## src/rtl/cop0_regfile_pkg.sv

```systemverilog
// Shared CP0 definitions: register numbers, Status/Cause layouts,
// the exception-code enum and a helper for the EPC value on exception entry.
package cop0_regfile_pkg;

  localparam logic [4:0] CP0_BADVADDR = 5'd8;
  localparam logic [4:0] CP0_COUNT    = 5'd9;
  localparam logic [4:0] CP0_COMPARE  = 5'd11;
  localparam logic [4:0] CP0_STATUS   = 5'd12;
  localparam logic [4:0] CP0_CAUSE    = 5'd13;
  localparam logic [4:0] CP0_EPC      = 5'd14;

  typedef enum logic [4:0] {
    EXC_INT  = 5'h00,
    EXC_MOD  = 5'h01,
    EXC_TLBL = 5'h02,
    EXC_TLBS = 5'h03,
    EXC_ADEL = 5'h04,
    EXC_ADES = 5'h05,
    EXC_IBE  = 5'h06,
    EXC_DBE  = 5'h07,
    EXC_SYS  = 5'h08,
    EXC_BP   = 5'h09,
    EXC_RI   = 5'h0A,
    EXC_CPU  = 5'h0B,
    EXC_OV   = 5'h0C,
    EXC_TR   = 5'h0D
  } exc_code_e;

  // Status: BEV at bit 22, IM at 15:8, EXL at 1, IE at 0; everything else zero
  typedef struct packed {
    logic [8:0] zero_hi;
    logic       bev;
    logic [5:0] zero_mid;
    logic [7:0] im;
    logic [5:0] zero_lo;
    logic       exl;
    logic       ie;
  } cp0_status_t;

  // Cause: BD 31, TI 30, IP 15:8, ExcCode 6:2; everything else zero
  typedef struct packed {
    logic        bd;
    logic        ti;
    logic [13:0] zero_hi;
    logic [7:0]  ip;
    logic        zero_7;
    logic [4:0]  exc_code;
    logic [1:0]  zero_lo;
  } cp0_cause_t;

  // A delay-slot fault restarts at the branch, one word earlier
  function automatic logic [31:0] epc_for(input logic [31:0] pc, input logic bd);
    return bd ? (pc - 32'd4) : pc;
  endfunction

endpackage

```

## src/rtl/cop0_regfile_timer.sv

```systemverilog
// Count/Compare timer: Count advances every second cycle via a phase flop,
// TI latches when Count matches Compare and is cleared by a Compare write.
module cop0_regfile_timer (
  input  logic        clk,
  input  logic        reset,
  input  logic        i_count_we,
  input  logic        i_compare_we,
  input  logic [31:0] i_wr_data,
  output logic [31:0] o_count,
  output logic [31:0] o_compare,
  output logic        o_ti
);

  logic        r_phase;
  logic [31:0] r_count;
  logic [31:0] r_compare;
  logic        r_ti;

  // Phase flop: free-running divide-by-two, never disturbed by Count writes
  always_ff @(posedge clk or posedge reset) begin
    if (reset) r_phase <= 1'b0;
    else       r_phase <= ~r_phase;
  end

  // Count: a software write overrides the increment in the same cycle
  always_ff @(posedge clk or posedge reset) begin
    if (reset)           r_count <= '0;
    else if (i_count_we) r_count <= i_wr_data;
    else if (r_phase)    r_count <= r_count + 32'd1;
  end

  // Compare register
  always_ff @(posedge clk or posedge reset) begin
    if (reset)             r_compare <= '0;
    else if (i_compare_we) r_compare <= i_wr_data;
  end

  // TI: a Compare write clears it even if the match happens the same cycle
  always_ff @(posedge clk or posedge reset) begin
    if (reset)                       r_ti <= 1'b0;
    else if (i_compare_we)           r_ti <= 1'b0;
    else if (r_count == r_compare)   r_ti <= 1'b1;
  end

  assign o_count   = r_count;
  assign o_compare = r_compare;
  assign o_ti      = r_ti;

endmodule

```

## src/rtl/cop0_regfile.sv

```systemverilog
// Coprocessor-0 register file: MFC0/MTC0 access, exception entry, ERET,
// Count/Compare timer and the pending-interrupt request for the control FSM.
module cop0_regfile
  import cop0_regfile_pkg::*;
(
  input  logic        clk,
  input  logic        reset,
  input  logic [4:0]  rd_addr,
  input  logic [2:0]  rd_sel,
  output logic [31:0] rd_data,
  input  logic        wr_en,
  input  logic [4:0]  wr_addr,
  input  logic [2:0]  wr_sel,
  input  logic [31:0] wr_data,
  input  logic        ex_valid,
  input  logic [4:0]  ex_code,
  input  logic [31:0] ex_pc,
  input  logic        ex_bd,
  input  logic        ex_badvaddr_valid,
  input  logic [31:0] ex_badvaddr,
  input  logic        eret,
  input  logic [5:0]  hw_int,
  output logic [31:0] epc,
  output logic        int_pending
);

  logic        r_ie;
  logic        r_exl;
  logic [7:0]  r_im;
  logic        r_bd;
  logic [1:0]  r_sw_ip;
  exc_code_e   r_exc_code;
  logic [5:0]  r_hw_int;
  logic [31:0] r_epc;
  logic [31:0] r_badvaddr;

  logic        w_wr;
  logic [31:0] w_count;
  logic [31:0] w_compare;
  logic        w_ti;
  logic [7:0]  w_ip;
  cp0_status_t w_status;
  cp0_cause_t  w_cause;

  // An MTC0 only lands when no exception or ERET claims the same cycle
  assign w_wr = wr_en & ~ex_valid & ~eret & (wr_sel == 3'd0);

  cop0_regfile_timer u_timer (
    .clk          (clk),
    .reset        (reset),
    .i_count_we   (w_wr && (wr_addr == CP0_COUNT)),
    .i_compare_we (w_wr && (wr_addr == CP0_COMPARE)),
    .i_wr_data    (wr_data),
    .o_count      (w_count),
    .o_compare    (w_compare),
    .o_ti         (w_ti)
  );

  // Synchronise the external interrupt lines into Cause.IP
  always_ff @(posedge clk or posedge reset) begin
    if (reset) r_hw_int <= '0;
    else       r_hw_int <= hw_int;
  end

  // Exception entry, ERET and MTC0 updates, in that priority order
  always_ff @(posedge clk or posedge reset) begin
    if (reset) begin
      r_ie       <= 1'b0;
      r_exl      <= 1'b0;
      r_im       <= '0;
      r_bd       <= 1'b0;
      r_sw_ip    <= '0;
      r_exc_code <= EXC_INT;
      r_epc      <= '0;
      r_badvaddr <= '0;
    end else if (ex_valid) begin
      r_exc_code <= exc_code_e'(ex_code);
      // Nested exceptions keep the original return point
      if (!r_exl) begin
        r_epc <= epc_for(ex_pc, ex_bd);
        r_bd  <= ex_bd;
        r_exl <= 1'b1;
      end
      if (ex_badvaddr_valid) r_badvaddr <= ex_badvaddr;
    end else if (eret) begin
      r_exl <= 1'b0;
    end else if (w_wr) begin
      case (wr_addr)
        CP0_BADVADDR: r_badvaddr <= wr_data;
        CP0_STATUS: begin
          r_ie  <= wr_data[0];
          r_exl <= wr_data[1];
          r_im  <= wr_data[15:8];
        end
        CP0_CAUSE:    r_sw_ip <= wr_data[9:8];
        CP0_EPC:      r_epc   <= wr_data;
        default: ;
      endcase
    end
  end

  // IP[7] shares the top hardware line with the timer interrupt
  assign w_ip = {r_hw_int[5] | w_ti, r_hw_int[4:0], r_sw_ip};

  // Assemble the architectural Status/Cause views and the MFC0 read mux
  always_comb begin
    w_status          = '0;
    w_status.bev      = 1'b1;
    w_status.im       = r_im;
    w_status.exl      = r_exl;
    w_status.ie       = r_ie;
    w_cause           = '0;
    w_cause.bd        = r_bd;
    w_cause.ti        = w_ti;
    w_cause.ip        = w_ip;
    w_cause.exc_code  = r_exc_code;
    rd_data           = '0;
    if (rd_sel == 3'd0) begin
      case (rd_addr)
        CP0_BADVADDR: rd_data = r_badvaddr;
        CP0_COUNT:    rd_data = w_count;
        CP0_COMPARE:  rd_data = w_compare;
        CP0_STATUS:   rd_data = w_status;
        CP0_CAUSE:    rd_data = w_cause;
        CP0_EPC:      rd_data = r_epc;
        default:      rd_data = '0;
      endcase
    end
  end

  assign epc         = r_epc;
  assign int_pending = r_ie & ~r_exl & (|(w_ip & r_im));

endmodule
```

## config.mk

```make
export PLATFORM = sky130hd
export DESIGN_NAME = cop0_regfile
export DESIGN_NICKNAME = d
export VERILOG_FILES = /design/src/rtl/cop0_regfile_pkg.sv /design/src/rtl/cop0_regfile_timer.sv /design/src/rtl/cop0_regfile.sv
export SDC_FILE = /design/constraint.sdc
export NUM_CORES = 1
export LEC_CHECK = 0
export ABC_CLOCK_PERIOD_IN_PS = 9300
export CAP_MARGIN = 15
export CORE_UTILIZATION = 29
export CTS_CLUSTER_SIZE = 24
export DETAILED_ROUTE_END_ITERATION = 8
export GPL_TIMING_DRIVEN = 0
export PLACE_DENSITY = 0.51
export RECOVER_POWER = 25
export SLEW_MARGIN = 20
export SYNTH_ARGS = -nofsm -noshare
export SYNTH_HDL_FRONTEND = slang
export SYNTH_SLANG_ARGS = --single-unit
```

## constraint.sdc

```tcl
create_clock -name clk -period 9.3 [get_ports clk]
set_clock_uncertainty 0.2 [all_clocks]
set_input_delay 0.93 -clock clk [delete_from_list [all_inputs] [get_ports clk]]
set_output_delay 0.93 -clock clk [all_outputs]
set_load 0.03 [all_outputs]
```

==> impl_metrics.yaml, run 1 <==
outcome:
  run_status: "finished with violations"
  violations: "capacitance limit, slew limit"
routing:
  vias: 8291
  drtAntennaViolNets: 0
  drt_iter0_drc: 649
  drc: 0
  avgRoutedWirePerCell_um: 23.8
  drt_first_pass_iters: 5
  routed_wl_mm: 36.6
  viasPerCell: 5.39
yosys:
  ys_top_cells_by_count: "dfrtp_1 (154), a21oi_1 (77), nand2_1 (77)"
  synth_top_area_frac: 0.441
  syn_avg_cell_area_um2: 9.48
  yosysTopAreaCell: "dfrtp_1"
  ys_top_cells_by_area: "dfrtp_1 (44%), xor2_1 (7.1%), a22oi_1 (5.8%)"
  synth_nets: 1054
  synth_edf_count: 0
  async_flop_share: 1.00
  synthDistinctLibCells: 53
  synth_seq_cells: 154
  yosys_warnings: 0
  syn-cell-area_um2: 8740
  synth-main-ff-cell: "dfrtp_1"
  ys_seq_area_frac: 0.441
  yosysMostFrequentCell: "dfrtp_1"
  netlist_instances: 922
worst_setup_path:
  cp-end-kind: "output pin"
  crit_chain: "clkdlybuf4s50_1, inv_1, nor3_2, clkbuf_1, o21ai_0, a31oi_1, clkdlybuf4s50_1"
  cpLargestDelayFamily: "buffers and inverters"
  crit_type: "primary input to output pin"
  start_kind: "primary input"
  setup.worst_path.start: "rd_addr[2]"
  critical_path.max_fanout: 10
  path_common_cell: "clkdlybuf4s50_1"
  worstPathArrival_ns: 4.28
  cp.required_ns: 8.17
  timing.rr.start: "u_timer.r_phase"
  slowest_stage: "clkdlybuf4s50_1"
  cp.buffers_inverters: 4
  cpPeakStageDelay_ns: 0.73
placement:
  hpwl_mm: 27.1
  post-place-cells: 1505
  numPortBuffers: 192
  globalplace.congestion: 0.847
floorplanning:
  die_area_um2: 30800
  num_rows: 63
  initial_utilization: 0.295
  die_height_um: 176
  core-area_um2: 29600
  fp.dieW_um: 176
  io_pins: 195
cts:
  clock_sinks: 154
  ctsResizeCount: 0
  cts_root_buf: "clkbuf_16"
  ctsHoldBuffers: 0
  path_clk_slew_ns: 0.08
  htreeDepth: 4
  worst_skew_pair.late_latency_ns: 0.44
  postCtsSetupBuffers: 0
  cts_tree: "yes"
  cts_made_buffers: 17
  cts_buffer_depth: 2
global_routing:
  track_usage: 0.239
  grt_max_degree: 97
  grt_pass1_vias: 8254
  antenna_found_initial: 0
  grt_first_pass_wirelength_mm: 53.6
  grt_overflow: 0
sta:
  slew_viol_final: 59
  max_clock_freq_mhz: 185
  final.min_clock_period_ns: 5.41
  finalSetupViolations: 0
  holdWs_ns: 0.324
  slew-limit-headroom: -0.905
  fin_crit_sh: 0.582
  worst_pin_slew_ns: 2.84
  finalHoldViolations: 0
  rsz0062_at_grt: "no"
  setup_tns_ns: 0
pwr:
  p_per_area_nw_per_um2: 165
  clkPwrFrac: 0.379
  p_switching_mw: 0.623
  combPwrFrac: 0.208
  power.internal_mw: 1.32
  max-vdd-ir-drop_uv: 123
  power.leakage_nw: 4.69
  power.total_mw: 1.94
  seq_power_share: 0.414
  switching_share: 0.321
job:
  maxCapViolations: 1
final_layout:
  antenna_cells: 0
  syn_to_final_growth_pct: 34.8
  seqCellArea_um2: 3850
  nNetsFinal: 1266
  multi_input_area_um2: 4580
  fillers: 3034
  fin_cells: 1537
  drive_gt1_frac: 0.0628
hold_path:
  worstHoldStart: "r_im[2]"
  hold_class: "flip-flop to flip-flop"
-- logic make-up after synthesis --
kind of cell | count (synthesis) | share of synthesized area
buffers and inverters | 81 | 0.0359
muxes | 77 | 0.0952
AOI/OAI and AO/OA | 250 | 0.172
DFF | 154 | 0.441
and+or+nand+nor | 266 | 0.161
xor gates and xnor gates | 92 | 0.0922
adders and majority gates | 2 | 0.00286
-- per-layer routing --
layer / wire, µm / GRT usage / share of wire / up-vias
li1: - / - / - / 3764
met1: 16000 / 0.324 / 0.44 / 4112
met2: 16800 / 0.376 / 0.46 / 366
met3: 2830 / 0.0506 / 0.077 / 49
met4: 938 / 0.0793 / 0.026 / 0
met5: 0 / 0 / 0 / -
-- flip-flops by register name, summed over array words and instances (netlist names) --
name	cells
epc	32
r_badvaddr	32
u_timer.o_compare	32
u_timer.o_count	32
r_im	8
r_hw_int	6
r_exc_code	5
r_sw_ip	2
r_bd	1
r_exl	1
r_ie	1
u_timer.o_ti	1
u_timer.r_phase	1
-- layout make-up --
| class | instances | share of cell area |
|---|---|---|
| Multi-Input combinational cell | 687 | 0.389 |
| Sequential cell | 154 | 0.327 |
| Timing Repair Buffer | 193 | 0.165 |
| Tap cell | 390 | 0.0414 |
| Clock buffer | 18 | 0.0373 |
| Buffer | 69 | 0.0228 |
| Clock inverter | 14 | 0.0137 |
| Inverter | 12 | 0.00393 |
-- worst reg2reg max path, delay by kind of cell, from the launching register on --
kind / cells / cell delay [ns]
AOI/OAI and AO/OA: 1 / 0.09
xor gates and xnor gates: 1 / 0.21
buffers and inverters: 2 / 0.87
DFF: 1 / 0.32
and+or+nand+nor: 3 / 1.14
-- per-stage QoR --
stage          setup slack [ns]  instance area (µm²)  utilization
2_1_floorplan              4.02                 8740            -
3_3_place_gp               1.40                11200        0.376
3_5_place_dp               3.99                11200        0.378
4_1_cts                    3.97                11800        0.398
5_1_grt                    3.77                11800        0.398
6_report                   3.89                11800        0.398
-- cells in the final DEF (no fill, tap or decap), drive strengths merged, types with 17 or more instances in the layout --
cell type,instances
mux2i,28
mux2,49
nor2,52
nand2,77
a31oi,22
nor3b,20
a21oi,77
nor4,17
clkbuf,82
dfrtp,154
inv,17
clkdlybuf4s50,185
xnor2,21
xor2,71
nand4,24
o21ai,68
a22oi,68
-- worst paths after layout --
check | to | slack (ns) | cells after the start
setup reg to reg | u_timer.o_count[30] | 6.34 | 7
hold / removal | r_im[2] | 0.32 | 1
min in group asynchronous | r_hw_int[2] | 1.57 | 2
setup / recovery | rd_data[15] | 3.89 | 7
hold reg to reg | r_im[2] | 0.32 | 1
max in group asynchronous | epc[22] | 5.97 | 3
-- power by group through the flow --
stage	sequential, mW	clock [mW]	combinational, mW
after floorplan	0.838	0	0.163
after global placement	0.814	0	0.396
after detailed placement	0.814	0	0.402
after CTS	0.802	0.737	0.404
after global routing	0.810	0.763	0.433
final	0.803	0.736	0.403
Power figures use the tool's default switching activity.
==> run 2, diff against run 1 <==
Settings changed: ABC_CLOCK_PERIOD_IN_PS 9300 to 5180.
Clock period 9.3 ns to 5.18 ns, I/O delays scaled along.
==> impl_metrics.yaml, run 2 (synthesis gave the netlist of run 1 again) <==
cts:
  cts_tree: "yes"
  path_clk_slew_ns: 0.07
  cts_made_buffers: 17
  clock_sinks: 154
  cts_root_buf: "clkbuf_16"
  htreeDepth: 4
  worst_skew_pair.late_latency_ns: 0.44
  postCtsSetupBuffers: 0
  ctsResizeCount: 0
  ctsHoldBuffers: 0
  cts_buffer_depth: 2
worst_setup_path:
  cp.required_ns: 4.46
  cpPeakStageDelay_ns: 0.74
  timing.rr.start: "u_timer.r_phase"
  crit_type: "primary input to output pin"
  r2r_slack_ns: 2.22
  critical_path.max_fanout: 10
  worstRegToRegCells: 7
  slowest_stage: "clkdlybuf4s50_1"
  crit_chain: "clkdlybuf4s50_1, inv_1, nor3_2, clkbuf_1, o21ai_0, a31oi_1, clkdlybuf4s50_1"
  cp-end-kind: "output pin"
  worstPathArrival_ns: 3.97
  start_kind: "primary input"
  path_common_cell: "clkdlybuf4s50_1"
  reg2reg_to: "u_timer.o_count[30]"
sta:
  finalSetupViolations: 0
  final.min_clock_period_ns: 4.69
  worst_pin_slew_ns: 2.75
  slew-limit-headroom: -0.841
  finalHoldViolations: 0
  setup_tns_ns: 0
  max_clock_freq_mhz: 213
  slew_viol_final: 60
  fin_ws_ns: 0.493
  fin_crit_sh: 0.905
  rsz0062_at_grt: "no"
pwr:
  max-vdd-ir-drop_uv: 218
  p_per_area_nw_per_um2: 296
  power.leakage_nw: 4.69
  power.total_mw: 3.48
final_layout:
  nNetsFinal: 1266
  drive_gt1_frac: 0.0628
  syn_to_final_growth_pct: 34.6
  antenna_cells: 0
  final_common_cell: "clkdlybuf4s50_1"
  design_area_um2: 11800
  layout_common_cells: "clkdlybuf4s50_1 (185), dfrtp_1 (154), nand2_1 (77), a21oi_1 (77), xor2_1 (71)"
  fillers: 3036
placement:
  dpl_cell_area_um2: 11200
  pre_cts_ws_ns: 0.690
  globalplace.congestion: 0.847
  hpwl_mm: 27.1
  numPortBuffers: 192
hold_path:
  min_path_cells: 1
  hold_class: "flip-flop to flip-flop"
  worstHoldStart: "r_bd"
  min_to: "r_bd"
global_routing:
  grt_max_degree: 97
  antenna_found_initial: 0
  grt_pass1_vias: 8254
  grt_first_pass_wirelength_mm: 53.6
  grt_overflow: 0
  track_usage: 0.239
floorplanning:
  die_area_um2: 30800
  die_height_um: 176
  num_rows: 63
  fp.dieW_um: 176
  initial_utilization: 0.295
  core-area_um2: 29600
  io_pins: 195
routing:
  drc: 0
  vias: 8282
  routed_wl_mm: 36.5
  viasPerCell: 5.39
  drt_iter0_drc: 699
  avgRoutedWirePerCell_um: 23.7
  drtAntennaViolNets: 0
  drt_first_pass_iters: 5
outcome:
  violations: "capacitance limit, slew limit"
  run_status: "finished with violations"
job:
  maxCapViolations: 1
-- run 2: worst max-delay path: cells and delay by family --
family / cells / cell delay [ns]
AOI/OAI and AO/OA: 2 / 0.63
and+or+nand+nor: 1 / 0.64
buffers and inverters: 4 / 2.17
-- run 2: report_power, final --
part	total (mW)	leakage, nW	switching, mW	internal [mW]
logic	0.721	2.45	0.415	0.306
clock network	1.32	0.295	0.581	0.736
registers	1.44	1.94	0.118	1.32
-- run 2: area by class of cell --
| type | instances | area [µm²] | area share |
|---|---|---|---|
| repair buffers | 193 | 1930 | 0.164 |
| plain buffers | 69 | 269 | 0.0229 |
| inverters | 12 | 46.3 | 0.00393 |
| well taps | 390 | 488 | 0.0415 |
| flip-flops and latches | 154 | 3850 | 0.327 |
| clock buffers | 18 | 439 | 0.0373 |
| clock inverters | 14 | 161 | 0.0137 |
| multi-input cells | 687 | 4580 | 0.389 |
-- run 2: worst max-delay path by stage --
stage | startpoint | end | slack, ns | cells after the start
after global routing | rd_addr[2] | rd_data[31] | 0.48 | 7
after detailed placement | rd_addr[2] | rd_data[15] | 0.69 | 7
after floorplan | reset | epc[0] | 0.31 | 1
after CTS | rd_addr[2] | rd_data[15] | 0.67 | 7
after global placement | reset | epc[30] | -2.31 | 2
final | rd_addr[2] | rd_data[15] | 0.49 | 7
-- run 2: metrics by stage --
step / std cells / utilization / hold slack [ns]
floorplan: 922 / - / 0.280
global placement: 1504 / 0.376 / 0.296
detailed placement: 1505 / 0.378 / 0.302
CTS: 1537 / 0.398 / 0.304
global route: 1537 / 0.397 / 0.345
finish: 1537 / 0.397 / 0.321
-- run 2: routing by layer --
layer  part of all wire  track usage
met1               0.44        0.324
met2               0.46        0.376
met3              0.074       0.0506
met4              0.025       0.0793
met5                  0            0
